File: src/rtl/xeng_corr_apply.sv
// xeng_corr_apply
//   Removes the unsigned-offset DC terms from raw X-engine baseline
//   accumulations: dout = xeng - (correction << OFFSET_SHIFT), exact and
//   computed in OUT_WIDTH bits. The data path is a fixed 2-cycle pipeline.
//   The block also tags each output with its baseline index within the
//   integration frame. It checks that the tracker's buffer select and
//   last-triangle flags stay aligned with the data stream.
//
// Ports
//   clk, rst_n          clock, asynchronous active-low reset
//   sync                frame start, aligned with baseline 0 (or idle)
//   din_vld             qualifies xeng_*, *_correction, last_triangle, buf_sel
//   xeng_re/xeng_im     signed raw accumulations (ACC_WIDTH)
//   re/im_correction    signed DC correction terms (CORR_WIDTH)
//   last_triangle       tracker last-triangle flag
//   buf_sel             tracker buffer select, toggles once per frame
//   dout_vld            output valid, 2 cycles after din_vld
//   dout_re/dout_im     signed corrected results (OUT_WIDTH)
//   dout_bl_idx         baseline index within frame
//   dout_last           final baseline of a frame (index N_BL-1)
//   dout_last_triangle  last_triangle travelling with the data
//   err_align           sticky alignment error, cleared only by reset
module xeng_corr_apply #(
  parameter int N_ANTS       = 32,
  parameter int CORR_WIDTH   = 16,
  parameter int ACC_WIDTH    = 24,
  parameter int OFFSET_SHIFT = 3,
  parameter int OUT_WIDTH    = ACC_WIDTH + 1,
  localparam int N_TAPS      = N_ANTS / 2 + 1,
  localparam int N_BL        = N_ANTS * N_TAPS,
  localparam int BL_W        = $clog2(N_BL),
  localparam int TAP_W       = $clog2(N_TAPS)
) (
  input  logic                         clk,
  input  logic                         rst_n,
  input  logic                         sync,
  input  logic                         din_vld,
  input  logic signed [ACC_WIDTH-1:0]  xeng_re,
  input  logic signed [ACC_WIDTH-1:0]  xeng_im,
  input  logic signed [CORR_WIDTH-1:0] re_correction,
  input  logic signed [CORR_WIDTH-1:0] im_correction,
  input  logic                         last_triangle,
  input  logic                         buf_sel,
  output logic                         dout_vld,
  output logic signed [OUT_WIDTH-1:0]  dout_re,
  output logic signed [OUT_WIDTH-1:0]  dout_im,
  output logic [BL_W-1:0]              dout_bl_idx,
  output logic                         dout_last,
  output logic                         dout_last_triangle,
  output logic                         err_align
);

  typedef enum logic [0:0] {ST_IDLE = 1'b0, ST_RUN = 1'b1} state_t;

  // ---------------- input-side arithmetic ----------------
  logic signed [OUT_WIDTH-1:0] w_re_ext, w_im_ext, w_re_corr, w_im_corr;

  assign w_re_ext  = OUT_WIDTH'(xeng_re);
  assign w_im_ext  = OUT_WIDTH'(xeng_im);
  assign w_re_corr = OUT_WIDTH'(re_correction) <<< OFFSET_SHIFT;
  assign w_im_corr = OUT_WIDTH'(im_correction) <<< OFFSET_SHIFT;

  // ---------------- baseline / tap-group counters ----------------
  // The tap counter runs alongside bl_cnt so that N_TAPS group boundaries
  // are known without a modulo on the index.
  logic [BL_W-1:0]  r_bl_cnt, w_bl_nxt, w_in_idx;
  logic [TAP_W-1:0] r_tap_cnt, w_tap_nxt;
  logic             w_in_last, w_in_grp0;

  always_comb begin
    w_bl_nxt  = r_bl_cnt;
    w_tap_nxt = r_tap_cnt;
    w_in_idx  = r_bl_cnt;
    w_in_grp0 = (r_tap_cnt == '0);
    w_in_last = 1'b0;
    if (sync) begin
      // sync wins over a coincident wrap
      w_in_idx  = '0;
      w_in_grp0 = 1'b1;
      w_bl_nxt  = din_vld ? BL_W'(1)  : '0;
      w_tap_nxt = din_vld ? TAP_W'(1) : '0;
    end else if (din_vld) begin
      w_in_last = (r_bl_cnt == BL_W'(N_BL - 1));
      if (w_in_last) begin
        w_bl_nxt  = '0;
        w_tap_nxt = '0;
      end else begin
        w_bl_nxt  = r_bl_cnt + BL_W'(1);
        w_tap_nxt = (r_tap_cnt == TAP_W'(N_TAPS - 1)) ? '0 : r_tap_cnt + TAP_W'(1);
      end
    end
  end

  always_ff @(posedge clk or negedge rst_n) begin
    if (!rst_n) begin
      r_bl_cnt  <= '0;
      r_tap_cnt <= '0;
    end else begin
      r_bl_cnt  <= w_bl_nxt;
      r_tap_cnt <= w_tap_nxt;
    end
  end

  // ---------------- stage 1 ----------------
  logic signed [OUT_WIDTH-1:0] r_s1_re_ext, r_s1_im_ext, r_s1_re_corr, r_s1_im_corr;
  logic [BL_W-1:0]             r_s1_idx;
  logic                        r_s1_vld, r_s1_sync, r_s1_last, r_s1_lt, r_s1_bsel, r_s1_grp0;

  always_ff @(posedge clk or negedge rst_n) begin
    if (!rst_n) begin
      r_s1_re_ext  <= '0;
      r_s1_im_ext  <= '0;
      r_s1_re_corr <= '0;
      r_s1_im_corr <= '0;
      r_s1_idx     <= '0;
      r_s1_vld     <= 1'b0;
      r_s1_sync    <= 1'b0;
      r_s1_last    <= 1'b0;
      r_s1_lt      <= 1'b0;
      r_s1_bsel    <= 1'b0;
      r_s1_grp0    <= 1'b0;
    end else begin
      r_s1_re_ext  <= w_re_ext;
      r_s1_im_ext  <= w_im_ext;
      r_s1_re_corr <= w_re_corr;
      r_s1_im_corr <= w_im_corr;
      r_s1_idx     <= w_in_idx;
      r_s1_vld     <= din_vld;
      r_s1_sync    <= sync;
      r_s1_last    <= din_vld & w_in_last;
      r_s1_lt      <= din_vld & last_triangle;
      r_s1_bsel    <= din_vld & buf_sel;
      r_s1_grp0    <= w_in_grp0;
    end
  end

  // ---------------- stage 2 (outputs) ----------------
  logic signed [OUT_WIDTH-1:0] r_dout_re, r_dout_im;
  logic [BL_W-1:0]             r_dout_idx;
  logic                        r_dout_vld, r_dout_last, r_dout_lt;
  logic                        r_s2_sync, r_s2_bsel, r_s2_grp0;

  always_ff @(posedge clk or negedge rst_n) begin
    if (!rst_n) begin
      r_dout_re   <= '0;
      r_dout_im   <= '0;
      r_dout_idx  <= '0;
      r_dout_vld  <= 1'b0;
      r_dout_last <= 1'b0;
      r_dout_lt   <= 1'b0;
      r_s2_sync   <= 1'b0;
      r_s2_bsel   <= 1'b0;
      r_s2_grp0   <= 1'b0;
    end else begin
      r_dout_re   <= r_s1_re_ext - r_s1_re_corr;
      r_dout_im   <= r_s1_im_ext - r_s1_im_corr;
      r_dout_idx  <= r_s1_idx;
      r_dout_vld  <= r_s1_vld;
      r_dout_last <= r_s1_last;
      r_dout_lt   <= r_s1_lt;
      r_s2_sync   <= r_s1_sync;
      r_s2_bsel   <= r_s1_bsel;
      r_s2_grp0   <= r_s1_grp0;
    end
  end

  // ---------------- frame FSM and alignment checks ----------------
  // Checks run on the output stage, so err_align rises one cycle after the
  // offending sample appears on dout. r_primed means buf_ref holds a value
  // taken from a valid sample of the current run.
  state_t r_state, w_state_nxt;
  logic   r_buf_ref, r_primed, r_lt_prev, r_err, w_viol;

  always_comb begin
    w_state_nxt = r_state;
    w_viol      = 1'b0;
    case (r_state)
      ST_IDLE: begin
        if (r_s2_sync) w_state_nxt = ST_RUN;
      end
      ST_RUN: begin
        if (r_dout_vld && !r_s2_sync && r_primed) begin
          if (r_dout_idx == '0) begin
            if (r_s2_bsel == r_buf_ref) w_viol = 1'b1;
          end else if (r_s2_bsel != r_buf_ref) begin
            w_viol = 1'b1;
          end
          if (!r_s2_grp0 && (r_dout_lt != r_lt_prev)) w_viol = 1'b1;
        end
      end
      default: w_state_nxt = ST_IDLE;
    endcase
  end

  always_ff @(posedge clk or negedge rst_n) begin
    if (!rst_n) begin
      r_state   <= ST_IDLE;
      r_buf_ref <= 1'b0;
      r_primed  <= 1'b0;
      r_lt_prev <= 1'b0;
      r_err     <= 1'b0;
    end else begin
      r_state <= w_state_nxt;
      r_err   <= r_err | w_viol;
      if (r_dout_vld) r_lt_prev <= r_dout_lt;
      if (r_s2_sync) begin
        r_primed <= r_dout_vld;
        if (r_dout_vld) r_buf_ref <= r_s2_bsel;
      end else if ((r_state == ST_RUN) && r_dout_vld) begin
        if (!r_primed) begin
          r_primed  <= 1'b1;
          r_buf_ref <= r_s2_bsel;
        end else if (r_dout_idx == '0) begin
          r_buf_ref <= r_s2_bsel;
        end
      end
    end
  end

  assign dout_vld           = r_dout_vld;
  assign dout_re            = r_dout_re;
  assign dout_im            = r_dout_im;
  assign dout_bl_idx        = r_dout_idx;
  assign dout_last          = r_dout_last;
  assign dout_last_triangle = r_dout_lt;
  assign err_align          = r_err;

endmodule
File: config.mk
export PLATFORM = sky130hd
export DESIGN_NAME = xeng_corr_apply
export DESIGN_NICKNAME = d
export VERILOG_FILES = /design/src/rtl/xeng_corr_apply.sv
export SDC_FILE = /design/constraint.sdc
export NUM_CORES = 1
export LEC_CHECK = 0
export ABC_AREA = 1
export CORE_MARGIN = 3
export CORE_UTILIZATION = 40
export DETAILED_ROUTE_END_ITERATION = 8
export GPL_TIMING_DRIVEN = 0
export PLACE_DENSITY = 0.73
export RECOVER_POWER = 25
export SLEW_MARGIN = 0
export SYNTH_ARGS = -nofsm -noshare
export SYNTH_HDL_FRONTEND = slang
export SYNTH_SLANG_ARGS = --single-unit
File: constraint.sdc
create_clock -name clk -period 1.9 [get_ports clk]
set_clock_uncertainty 0.05 [all_clocks]
set_input_delay 0.38 -clock clk [delete_from_list [all_inputs] [get_ports clk]]
set_output_delay 0.38 -clock clk [all_outputs]
set_load 0.01 [all_outputs]
* Yosys cells after proc, flatten, opt, wreduce, memory -nomap -nowiden
Index checks and enable logic that the tools add are counted.
** Operators by class
- Add/sub/neg operators :: 4
- Reductions and logical operators :: 11
- Divide/modulo/power cells :: 0
- Equal/unequal tests :: 7
- Multipliers :: 0
- Bitwise gates (word level) :: 4
- Order comparisons :: 0
- Shift operators :: 0
- Multiplexer cells :: 28
** Operator list (count)
- $sub A24 B19 Y25 :: 2
- $mux W10 :: 4
- $mux W1 :: 20
- $mux W5 :: 4
- $add A10 B1 Y10 const B :: 1
- $eq A10 B10 Y1 const B :: 1
- $logic_not A10 Y1 :: 1
- $add A5 B1 Y5 const B :: 1
- $eq A5 B5 Y1 const B :: 1
- $logic_not A5 Y1 :: 1
- $logic_and A1 B1 Y1 :: 4
- $reduce_bool A2 Y1 :: 2
- $and A1 B1 Y1 :: 3
- $ne A3 B2 Y1 const B :: 1
- $reduce_and A3 Y1 :: 1
- $logic_not A1 Y1 :: 2
- $ne A1 B1 Y1 :: 2
- $ne A2 B2 Y1 const B :: 1
- $eq A1 B1 Y1 :: 1
- $or A1 B1 Y1 :: 1
** Storage, ports and cells
- Output and inout bits :: 64
- Memories :: 0
- RAM bits :: 0
- Bits in read-only memories :: 0
- Bits in registers :: 182
- Bits in latches :: 0

* Depth between registers and ports, before layout
Gate-level depths: netlist (run 1).
- Depth after elaboration :: 7
- Depth in mapped cells :: 12
- Gate-level depth less buffers :: 12

* Worst setup path after synthesis (run 1)
OpenSTA, ideal clock, no wires.
- Path type :: register to register
- From :: register r_s1_re_ext[3]
- To :: register r_dout_re[19], in the netlist dout_re[19]
- Required time :: 1733 ps
- Cell stages (with the launch flop) :: 13
- Clock period less this slack :: 1776 ps
- Arrival time :: 1610 ps
- Path buffers :: 0
- Library setup time :: 117 ps
- Path slack :: 124 ps
- Cells stage by stage :: dfrtp_1 inv_1 ha_1 inv_1 fa_1 nand3_1 nand3_1 nand2_1 nand3_1 nand2_1 nand2_1 nand2_1 nand2_1
** Between the ends
- Word-level cells in the longest chain between the ends :: 1
** RTL lines
- from (decl) :: line 105 : logic signed [OUT_WIDTH-1:0] r_s1_re_ext, r_s1_im_ext, r_s1_re_corr, r_s1_im_corr;
- from (signal assigned) :: line 123 : r_s1_re_ext <= w_re_ext;
- $sub A24 B19 Y25 :: line 155 : r_dout_re <= r_s1_re_ext - r_s1_re_corr;
- to (signal assigned) :: line 155
- to (decl) :: line 138 : logic signed [OUT_WIDTH-1:0] r_dout_re, r_dout_im;
No other way between the ends.
A chain may end at the register's enable or synchronous reset.

* Worst setup path in the final report (run 1)
- From :: register r_s1_im_ext[3]
- To :: register r_dout_im[15], in the netlist dout_im[15]
** Between the ends
- Word-level cells in the longest chain between the ends :: 1
** RTL lines
- from (decl) :: line 105
- from (signal assigned) :: line 124 : r_s1_im_ext <= w_im_ext;
- $sub A24 B19 Y25 :: line 156 : r_dout_im <= r_s1_im_ext - r_s1_im_corr;
- to (signal assigned) :: line 156
- to (decl) :: line 138
No other way between the ends.

==> results of run 1 <==
==> registers in the layout, indices dropped and copies added (netlist names), 5 cells and up <==
| register | cells |
|---|---|
| dout_bl_idx | 10 |
| dout_im | 25 |
| dout_re | 25 |
| r_bl_cnt | 10 |
| r_s1_idx | 10 |
| r_s1_im_corr | 16 |
| r_s1_im_ext | 24 |
| r_s1_re_corr | 16 |
| r_s1_re_ext | 24 |
| r_tap_cnt | 5 |
==> cell type report <==
class	instances	area, µm²	share of cell area
sequential	182	4550	0.415
multi-input combinational	572	3220	0.294
timing repair buffer	159	1590	0.145
inverter	175	657	0.0598
clock buffer	18	439	0.0400
tap	265	332	0.0302
clock inverter	14	156	0.0142
antenna	6	15.0	0.00137
buffer	2	10.0	0.000911
==> kinds of logic after synthesis <==
kind of cell,Yosys count,synth area share
xor gates and xnor gates,29,0.0308
adders and majority gates,47,0.0731
DFF,182,0.552
and+or+nand+nor,440,0.227
buffers and inverters,177,0.0808
AOI/OAI and AO/OA,56,0.0362
==> worst max-delay path, stage by stage (launching register included) <==
cell	delay, ns
dfrtp_1	0.36
inv_1	0.05
ha_2	0.18
inv_2	0.05
fa_2	0.38
nand3_4	0.12
nand3_4	0.11
nand2_4	0.10
nand2_4	0.06
nand2_2	0.07
nand2_2	0.06
xor2_2	0.15
==> worst max-delay path by stage <==
| stage | startpoint | to | cells after the start |
|---|---|---|---|
| 5_1_grt | r_s1_im_ext[3]$_DFF_PN0_ | dout_im[15]$_DFF_PN0_ | 11 |
| 3_5_place_dp | r_s1_re_ext[3]$_DFF_PN0_ | dout_re[19]$_DFF_PN0_ | 12 |
| 2_1_floorplan | r_s1_re_ext[3]$_DFF_PN0_ | dout_re[19]$_DFF_PN0_ | 12 |
| 6_report | r_s1_im_ext[3]$_DFF_PN0_ | dout_im[15]$_DFF_PN0_ | 11 |
| 3_3_place_gp | rst_n | r_bl_cnt[4]$_DFFE_PN0P_ | 1 |
| 4_1_cts | r_s1_re_ext[3]$_DFF_PN0_ | dout_re[19]$_DFF_PN0_ | 12 |
==> power groups by stage <==
stage | clock, mW | sequential [mW] | combinational [mW]
after floorplan | 0 | 4.46 | 0.801
after global placement | 0 | 4.37 | 1.76
after detailed placement | 0 | 4.36 | 1.79
after CTS | 3.62 | 4.29 | 1.80
after global routing | 3.79 | 4.32 | 2.06
final | 3.52 | 4.29 | 1.84
==> routing by layer <==
layer / global-route usage / up-vias / part of all wire
li1: - / 3214 / -
met1: 0.200 / 2931 / 0.43
met2: 0.271 / 139 / 0.50
met3: 0.0379 / 28 / 0.046
met4: 0.0700 / 2 / 0.023
met5: 0 / - / 0.00045
==> layout by cell type (no fill, tap or decap), types with 5 or more instances in the layout <==
cell / synthesis / routed
a21oi_1: 30 / 27
diode_2: 0 / 6
nand3_1: 52 / 45
nand4_1: 8 / 8
ha_1: 45 / 38
inv_8: 0 / 6
nor3_1: 6 / 5
o21ai_0: 12 / 12
clkbuf_16: 0 / 17
nand2_2: 3 / 13
dlygate4sd3_1: 0 / 82
nor2_1: 65 / 63
inv_2: 2 / 6
o22ai_1: 7 / 7
nand3_2: 4 / 7
xor2_1: 25 / 24
nand2_1: 281 / 269
inv_1: 173 / 169
nor2_2: 8 / 10
buf_4: 0 / 8
clkdlybuf4s50_1: 0 / 67
dfrtp_1: 182 / 182
==> cells in the mapped netlist (6+ instances only) <==
cell type  instances  area, µm²
o21ai_0           12       60.1
nand3_1           52        260
dfrtp_1          182       4550
a21oi_1           30        150
nor2_1            65        244
o22ai_1            7       43.8
nor3_1             6       30.0
nand4_1            8       50.1
inv_1            173        649
nand2_1          281       1050
xor2_1            25        219
ha_1              45        563
nor2_2             8       50.1
==> metrics by stage <==
stage | cell area (µm²) | TNS, ns | hold slack, ns
finish | 11000 | 0 | 0.299
global route | 11000 | -0.197 | 0.303
CTS | 10700 | -0.0222 | 0.300
detailed placement | 10100 | -0.455 | 0.285
global placement | 10100 | -1230.66 | 0.281
floorplan | 8250 | 0 | 0.0344
==> what timing repair did <==
item	CTS	global route
hold buffers	1	0
setup buffers	0	8
resized for setup	5	43
endpoints found under the setup margin	7	16
pin swaps	0	10
endpoints found under the hold margin	75	0
==> run summary, run 1 <==
The flow ran to the end, and the final reports show no timing, DRC or antenna violations. The type of the worst setup path is flip-flop to flip-flop. The remaining design rule violation count is 0.

The most used flip-flop cell after synthesis is dfrtp_1. The fraction of power spent switching nets is 0.279. The final layout contains routed wiring with a total length of 17.6 mm. Once routing completed, OpenROAD measured the worst setup slack at 0.0424 ns.

The layout has 1,749 filler cells. The fraction of synthesis flops using an asynchronous set or reset pin is 1.00. The worst setup path is captured at a flip-flop. For the worst setup path, the data required time is 2.16 ns.

The synthesized cell area is 0.00825 mm². The total internal power is 6.95 mW. The type of the worst min-delay path is flip-flop to flip-flop. The worst slack at placement is -0.126 ns. The routed wirelength normalized by instance count is 12.7 µm. The maximum vdd drop came out at 0.586 mV.

The routed design could run at a clock period as short as 1.86 ns. Of the total power, the clock network draws 0.365. The number of violations of the max-capacitance limit is 0.

The final net count is 1,242. Synthesis handed over a netlist of 931 instances. The first-pass GRT wire length came out at 28.5 mm. For this configuration, the core starts out at a cell density of 0.416. The power share of the sequential group is 0.445. The maximum clock frequency is 538 MHz.

The number of ports placed on the die boundary is 150. TritonCTS built the clock tree. The data arrival at the endpoint of the critical path is 2.11 ns. The capture point of the worst reg-to-reg path is dout_im[15]$_DFF_PN0_. The weighted congestion at the end of routability-driven global placement is 0.891. Setup slack on the worst reg-to-reg path comes out at 0.04 ns. The area growth from synthesis to layout is 33.1%. The worst setup path is launched from a flip-flop. Along the worst hold path, the cell count comes to 0.

The distinct cell type count after synthesis came out at 29. The number of standard-cell rows in the floorplan came out at 51. Entering global routing, the biggest net connects 108 pins. The max-slew violation total from the final report is 0.

Of all nets on the critical path, the largest fanout is 3. The number of synthesized flops with an enable pin is 0. The worst slew margin relative to its limit came out at 0.619.

The number of nets handed over by synthesis was 1,064. The worst hold path terminates at dout_re[0]$_DFF_PN0_. The depth of the worst register-to-register path came out at 11.

In this run, the number of DRC markers left after iteration 0 of detailed routing was 286. The final clock period utilization by the worst path is 0.978. The number of buffers inserted during clock tree synthesis came out at 17. The level count of the clock H-tree is 4. The average vias per placed instance came out at 4.53. For the pin with the worst max-slew slack, the measured transition is 0.572 ns. Of the cells placed in the final design, the portion with a size suffix greater than 1 is 0.0963. The global router's overall resource usage is 0.161. The area of the die came out at 0.0224 mm². The routed via count came out at 6,314. The width of the die came out at 150 µm. The initial antenna violation count was 7.

The vertical die dimension is 150 µm. In this run the power spent charging and discharging nets is 2.69 mW. The clock sink total is 182. In this run the most critical hold path is launched from r_s1_re_ext[0]$_DFF_PN0_. The design draws 9.64 mW. The number of warnings issued by yosys came out at 0. The startpoint identified for the worst register-to-register timing path is r_s1_im_ext[3]$_DFF_PN0_. The number of synthesized register bits came out at 182.

The count of nets left with antenna violations once routing finished came out at 0. The number of hold-slack violations in the final timing report came out at 0. Setup repair after global routing could not meet its margin everywhere. The via count of the first global-routing pass came to 6,111. No sink is reached through more buffers than the 2 on the longest clock path.

The iteration count of the initial detailed-routing pass came out at 5. The number of placed instances, taps included, is 1,346. The post-synthesis average cell area came out at 8.86 µm².

The sequential fraction of the synthesis area came out at 0.552. The setup violation total in the final timing report came out at 0. At the later pin of the worst-skew pair, clock insertion delay measures 0.43 ns. The share of total power dissipated in combinational logic is 0.190. Summed over all cells, the static leakage comes to 5.64 nW. At the end of the flow the core is filled with cells to 0.553. The power per standard cell area is 878 mW/mm². After the flow finishes, the layout carries non-filler instances totaling 1,393. The post-DP HPWL is 13.4 mm.

Clock tree synthesis selected as its root buffer the cell clkbuf_16. Clock-pin slew was measured on the worst setup and hold paths at 0.07 ns. For this run the aggregate overflow at the end of global routing stands at 0. The core region area is 0.0198 mm².

The count of input and output buffers came out at 149.
Power figures use the tool's default switching activity.
==> run 2, diff against run 1 <==
Settings changed: CORE_ASPECT_RATIO from default to 0.75.
==> run summary, run 2 (synthesis gave the netlist of run 1 again) <==
The part of the power in combinational logic is 0.190 (about the same). The tree is rooted in a clkbuf_16. The remaining design rule violation count is 0 (unchanged). The global router's overall resource usage is 0.173 (+0.0113). The number of buffers on the longest clock path was 2 (unchanged). The power per standard cell area came out at 893 mW/mm² (+1.7%).

The switching component of the power is 2.84 mW (+5.7%). The weighted congestion at the end of routability-driven global placement came out at 0.892 (+0.11%). The leading cell type in the layout, fill and taps excluded is nand2_1. The launching element type of the critical path is a flip-flop.

The level count of the clock H-tree is 4 (unchanged). The sum of negative setup slack came to 0 ns (unchanged). The power share of the sequential group came out at 0.438 (-0.007). The post-DP HPWL is 14.2 mm (+5.9%). The iteration count of the initial detailed-routing pass came to 5 (unchanged). The most critical setup path has its startpoint at r_s1_re_ext[14]$_DFF_PN0_.

The clock network power share came to 0.372 (+0.007). The largest net degree at the start of global routing came to 104 (-3.7%). The sort of element at the end of the critical path is a flip-flop.

The first-pass GRT wire length was 30.2 mm (+5.8%). The maximum vdd drop is 0.552 mV (-5.7%). The initial antenna violation count came out at 2 (-5). The time the worst path needs with I/O delays and setup is 1.86 ns (+0.00330 ns).

The starting density of the core is 0.416 (+0.000551). The overflow left after global routing is 0 (unchanged). The data arrival at the endpoint of the critical path is 2.11 ns (about the same). The vertical die dimension came out at 130 µm (-13%).

The number of hold-slack violations in the final timing report came out at 0 (unchanged). The final clock period utilization by the worst path is 0.979 (+0.00174). The width of the die came out at 172 µm (+15%). The final net count is 1,241 (-0.081%). The number of buffers inserted during clock tree synthesis is 17 (unchanged).

The fraction of power spent switching nets came out at 0.290 (+0.0112). The run finished with clean final reports. The startpoint identified for the worst register-to-register timing path is r_s1_re_ext[14]$_DFF_PN0_. The routed wire length is 18.7 mm (+5.8%). The setup violation total in the final timing report came out at 0 (unchanged).

The number of ports placed on the die boundary came out at 150 (unchanged). The clock latency at the later pin of the worst-skew pair came out at 0.43 ns (about the same). The maximum fanout along the worst path is 4 (+1). The signed area change from the synthesized netlist to the final layout came out at 32.9%. The worst hold path begins at r_s1_re_ext[0]$_DFF_PN0_.

The clock sink total is 182 (unchanged). The setup slack after layout came out at 0.0391 ns (-0.00330 ns). The core utilization of the finished layout is 0.553 (about the same).

The fraction of final layout cells sized beyond drive strength 1 is 0.102 (+0.00544). The top cell types in the final layout, fill and taps aside, are 273 x nand2_1, 182 x dfrtp_1, 170 x inv_1. The count of routing violations after the opening detailed-route iteration came to 491 (+72%). Setup repair after global routing could not meet its margin everywhere. In this run the worst hold path is classified as flip-flop to flip-flop.

The routed via count came out at 6,399 (+1.3%). The slew at the pin closest to its max-slew limit is 0.596 ns (+0.0237 ns). The number of violations of the max-capacitance limit was 0 (unchanged). The number of standard-cell rows in the floorplan came to 44 (-14%). The core region area came out at 0.0198 mm² (-0.13%).

The via count of the first global-routing pass came out at 6,028 (-1.4%). The leakage dissipation came out at 5.64 nW (about the same). The count of input and output buffers was 149 (unchanged). The final-layout fill cell count came out at 1,745 (-0.23%). The maximum clock frequency came out at 537 MHz (-0.18%). The routed wirelength normalized by instance count came to 13.6 µm (+7.2%). The max-slew violation total from the final report is 0 (unchanged). The required time of the critical path is 2.14 ns (-0.02 ns). The worst slew margin relative to its limit came to 0.603 (-0.0158).

The total internal power came out at 6.95 mW (about the same). The post-CTS clock slew at the launch and capture registers of the worst setup and hold paths is 0.07 ns (about the same). The worst slack at placement is -0.221 ns (-0.0944 ns).

The area of the die came out at 0.0224 mm² (about the same). The remaining antenna violation count is 0 (unchanged). The worst setup path is of the flip-flop to flip-flop kind. The average vias per placed instance is 4.65 (+2.7%). TritonCTS built the clock tree.
## run 2: cell count changes in the layout (fill, tap and decap cells not counted), moves of 2 or more
cell / previous run / this run
nand2_1: 269 / 273
a21oi_2: 3 / 6
clkinv_8: 0 / 6
nand2_2: 13 / 10
ha_4: 4 / 0
nor2_1: 63 / 57
inv_8: 6 / 3
nor2_2: 10 / 15
ha_2: 3 / 9
diode_2: 6 / 1
clkinvlp_4: 2 / 0
a21oi_1: 27 / 24
ha_1: 38 / 36
## run 2: layout make-up
class	count	area, µm²	share of cell area
flip-flops and latches	182	4550	0.415
multi-input cells	572	3210	0.293
repair buffers	158	1590	0.145
inverters	175	657	0.0599
clock buffers	17	425	0.0388
well taps	253	317	0.0289
clock inverters	15	205	0.0187
plain buffers	2	10.0	0.000913
diodes	1	2.50	0.000228
## run 2: per-stage QoR
| stage | hold slack [ns] | total power [mW] | instances | area, µm² |
|---|---|---|---|---|
| 2_1_floorplan | 0.0344 | 5.26 | 931 | 8250 |
| 3_3_place_gp | 0.282 | 6.16 | 1333 | 10100 |
| 3_5_place_dp | 0.285 | 6.18 | 1334 | 10100 |
| 4_1_cts | 0.303 | 9.89 | 1371 | 10800 |
| 5_1_grt | 0.311 | 10.3 | 1374 | 11000 |
| 6_report | 0.302 | 9.80 | 1375 | 11000 |
## run 2: final timing paths
| path | to | slack (ns) | depth (start not counted) |
|---|---|---|---|
| worst max-delay path | dout_re[19]$_DFF_PN0_ | 0.04 | 10 |
| worst min-delay path | dout_re[0]$_DFF_PN0_ | 0.30 | 0 |
| worst max register to register | dout_re[19]$_DFF_PN0_ | 0.04 | 10 |
| worst min register to register | dout_re[0]$_DFF_PN0_ | 0.30 | 0 |
| max in group asynchronous | dout_re[9]$_DFF_PN0_ | 0.47 | 3 |
| min in group asynchronous | r_s1_im_ext[18]$_DFF_PN0_ | 0.45 | 2 |
## run 2: metal layers
layer / routed length [µm] / up-vias / track usage
met5: 13 / - / 0
met4: 100 / 2 / 0.0338
met3: 1200 / 17 / 0.0430
met2: 8110 / 186 / 0.255
met1: 9240 / 2985 / 0.261
li1: - / 3209 / -
## run 2: timing repair
action                     in CTS  in global routing
hold buffers                    1                  0
resized for setup               9                 43
setup endpoints to repair       9                 19
setup buffers                   4                  3
pin swaps                       1                  6
hold endpoints to repair       79                  0
cloned                          0                  0
## run 2: power by group through the flow
stage	Clock (mW)	Combinational (mW)	Sequential [mW]
final	3.64	1.87	4.29
after global routing	3.89	2.09	4.32
after CTS	3.74	1.85	4.29
after detailed placement	0	1.81	4.37
after global placement	0	1.79	4.37
after floorplan	0	0.801	4.46
## run 2: critical path, cell delays in order, from the launching register on
cell	delay (ns)
dfrtp_1	0.37
ha_1	0.38
nand2_1	0.20
inv_1	0.06
nand2_1	0.06
and2_1	0.18
nor2_1	0.08
nor2_1	0.14
nand2_1	0.07
nand2_1	0.06
nand2_1	0.08
==> run 3, diff against run 2 <==
Settings changed: CTS_CLUSTER_DIAMETER from default to 200, SETUP_SLACK_MARGIN from default to 0.15.
==> run summary, run 3 (synthesis gave the netlist of run 1 again) <==
The core region area came out at 0.0198 mm² (unchanged). The top cell types in the final layout, fill and taps aside, are 234 x nand2_1, 181 x dfrtp_1, 169 x inv_1. The post-placement cell count is 1,334 (unchanged).

The sum of negative setup slack came to 0 ns (unchanged). The number of violations of the max-capacitance limit is 0 (unchanged). The library cell used as clock root buffer is clkbuf_16. The maximum vdd drop is 0.521 mV (-5.7%). The vertical die dimension came out at 130 µm (unchanged). Setup repair after global routing could not meet its margin everywhere. The data arrival at the endpoint of the critical path is 2.11 ns (about the same). The global router's overall resource usage is 0.177 (+0.00475). The clock sink total came out at 182 (unchanged). The total chip power came out at 10.1 mW (+3.1%). The clock network power share came out at 0.365 (-0.007). The count of input and output buffers came to 149 (unchanged).

The routed wire length is 20.5 mm (+9.6%). The clock latency at the later pin of the worst-skew pair is 0.44 ns (about the same). The max-slew violation total from the final report came out at 0 (unchanged).

The routed wirelength normalized by instance count came out at 14.7 µm (+8.2%). The maximum clock frequency is 543 MHz (+1.1%). The starting density of the core is 0.416 (unchanged). The leakage dissipation came out at 6.18 nW (+9.7%). The total internal power came out at 6.95 mW (about the same). The maximum fanout along the worst path is 3 (-1).

The area of the die was 0.0224 mm² (unchanged). The launching element type of the critical path is a flip-flop. The number of ports placed on the die boundary came to 150 (unchanged).

The time the worst path needs with I/O delays and setup came out at 1.84 ns (-0.0195 ns). The slew at the pin closest to its max-slew limit came out at 0.621 ns (+0.0253 ns). The first-pass GRT wire length is 30.9 mm (+2.5%).

The number of buffers on the longest clock path is 2 (unchanged). The number of antenna diodes came out at 0 (-1). The overflow left after global routing is 0 (unchanged). The required time of the critical path is 2.17 ns (+0.03 ns). Compared with the post-synthesis result, the final layout area differs by 43.6%. The number of standard-cell rows in the floorplan came out at 44 (unchanged). The number of hold-slack violations in the final timing report came out at 0 (unchanged). The iteration count of the initial detailed-routing pass is 5 (unchanged). The final-layout fill cell count came out at 1,605 (-8.0%). The level count of the clock H-tree came out at 4 (unchanged). The power share of the sequential group is 0.426 (-0.012). The routed via count was 6,588 (+3.0%). The weighted congestion at the end of routability-driven global placement came out at 0.895 (+0.27%). The largest net degree at the start of global routing came out at 104 (unchanged).

The part of the power in combinational logic came to 0.209 (+0.019). The remaining antenna violation count came to 0 (unchanged). The worst slew margin relative to its limit is 0.586 (-0.0169). The fraction of power spent switching nets is 0.312 (+0.0213). The flow ran to the end, and the final reports show no timing, DRC or antenna violations.

The path class of the tightest hold or removal check is flip-flop to flip-flop. The width of the die was 172 µm (unchanged). The via count of the first global-routing pass was 6,176 (+2.5%).

The final clock period utilization by the worst path is 0.969 (-0.0103). The fraction of final layout cells sized beyond drive strength 1 came out at 0.203 (+0.101). STA classifies the critical path endpoint as a flip-flop. The setup violation total in the final timing report came out at 0 (unchanged). By startpoint and endpoint, the worst setup path is classified as flip-flop to flip-flop.

The number of buffers inserted during clock tree synthesis is 17 (unchanged). The power per standard cell area is 853 mW/mm² (-4.6%). The average vias per placed instance came out at 4.73 (+1.6%). The post-CTS clock slew at the launch and capture registers of the worst setup and hold paths is 0.08 ns (about the same). The TritonCTS clock tree is yes. The core utilization of the finished layout is 0.598 (+0.0444). The leading cell type in the layout, fill and taps excluded is nand2_1. The remaining design rule violation count came out at 0 (unchanged).

The count of routing violations after the opening detailed-route iteration is 519 (+5.7%). The final net count came out at 1,260 (+1.5%). The switching component of the power is 3.15 mW (+11%). The filler-free cell count of the finished design came to 1,393 (+1.3%).

The post-DP HPWL is 14.3 mm (+0.88%). The final hold slack is 0.300 ns (-0.00137 ns). The initial antenna violation count came out at 1 (-1).
## run 3: worst max-delay path: stages (launching register included)
cell and delay, ns:
dfrtp_1 0.36, inv_1 0.05, ha_2 0.18, inv_2 0.05
fa_2 0.37, nand3_4 0.11, nand3_4 0.12, nand2_4 0.09
nand2_4 0.07, nand2_2 0.07, nand2_2 0.06, xor2_1 0.15
## run 3: area by class of cell
type	instances	area, µm²	area share
Buffer	2	10.0	0.000845
Clock buffer	17	425	0.0359
Clock inverter	15	200	0.0169
Inverter	175	664	0.0561
Multi-Input combinational cell	572	3890	0.328
Sequential cell	182	4560	0.385
Tap cell	253	317	0.0267
Timing Repair Buffer	177	1780	0.151
## run 3: final timing paths
kind / start / to / slack [ns] / depth (start not counted)
min: r_s1_idx[9]$_DFF_PN0_ / dout_bl_idx[9]$_DFF_PN0_ / 0.30 / 0
min reg2reg: r_s1_idx[9]$_DFF_PN0_ / dout_bl_idx[9]$_DFF_PN0_ / 0.30 / 0
min in group asynchronous: rst_n / r_s1_im_ext[1]$_DFF_PN0_ / 0.43 / 2
max reg2reg: r_s1_im_ext[3]$_DFF_PN0_ / dout_im[15]$_DFF_PN0_ / 0.06 / 11
max: r_s1_im_ext[3]$_DFF_PN0_ / dout_im[15]$_DFF_PN0_ / 0.06 / 11
max in group asynchronous: rst_n / r_s1_re_corr[6]$_DFF_PN0_ / 0.48 / 3
## run 3: through the flow
stage               worst slack (ns)  cell area, µm²
finish                        0.0585           11800
detailed placement            -0.132           10100
global placement               -6.85           10100
floorplan                      0.185            8250
CTS                           0.0457           11000
global route                 -0.0555           11800
## run 3: power by group through the flow
| stage | clock [mW] | sequential, mW | combinational, mW |
|---|---|---|---|
| 4_1_cts | 3.75 | 4.30 | 1.89 |
| 5_1_grt | 3.94 | 4.33 | 2.33 |
| 3_5_place_dp | 0 | 4.37 | 1.82 |
| 2_1_floorplan | 0 | 4.46 | 0.801 |
| 6_report | 3.68 | 4.30 | 2.11 |
| 3_3_place_gp | 0 | 4.37 | 1.79 |
## run 3: repair_timing
item,CTS,global route
hold buffers,1,0
endpoints found under the setup margin,56,69
resized for setup,90,171
hold endpoints to repair,79,0
pin swaps,15,31
setup buffers,13,13
## run 3: routing by layer
metal | track usage | wire (µm)
met5 | 0 | 13
met4 | 0.0436 | 206
met3 | 0.0427 | 1160
met2 | 0.267 | 9340
met1 | 0.260 | 9730
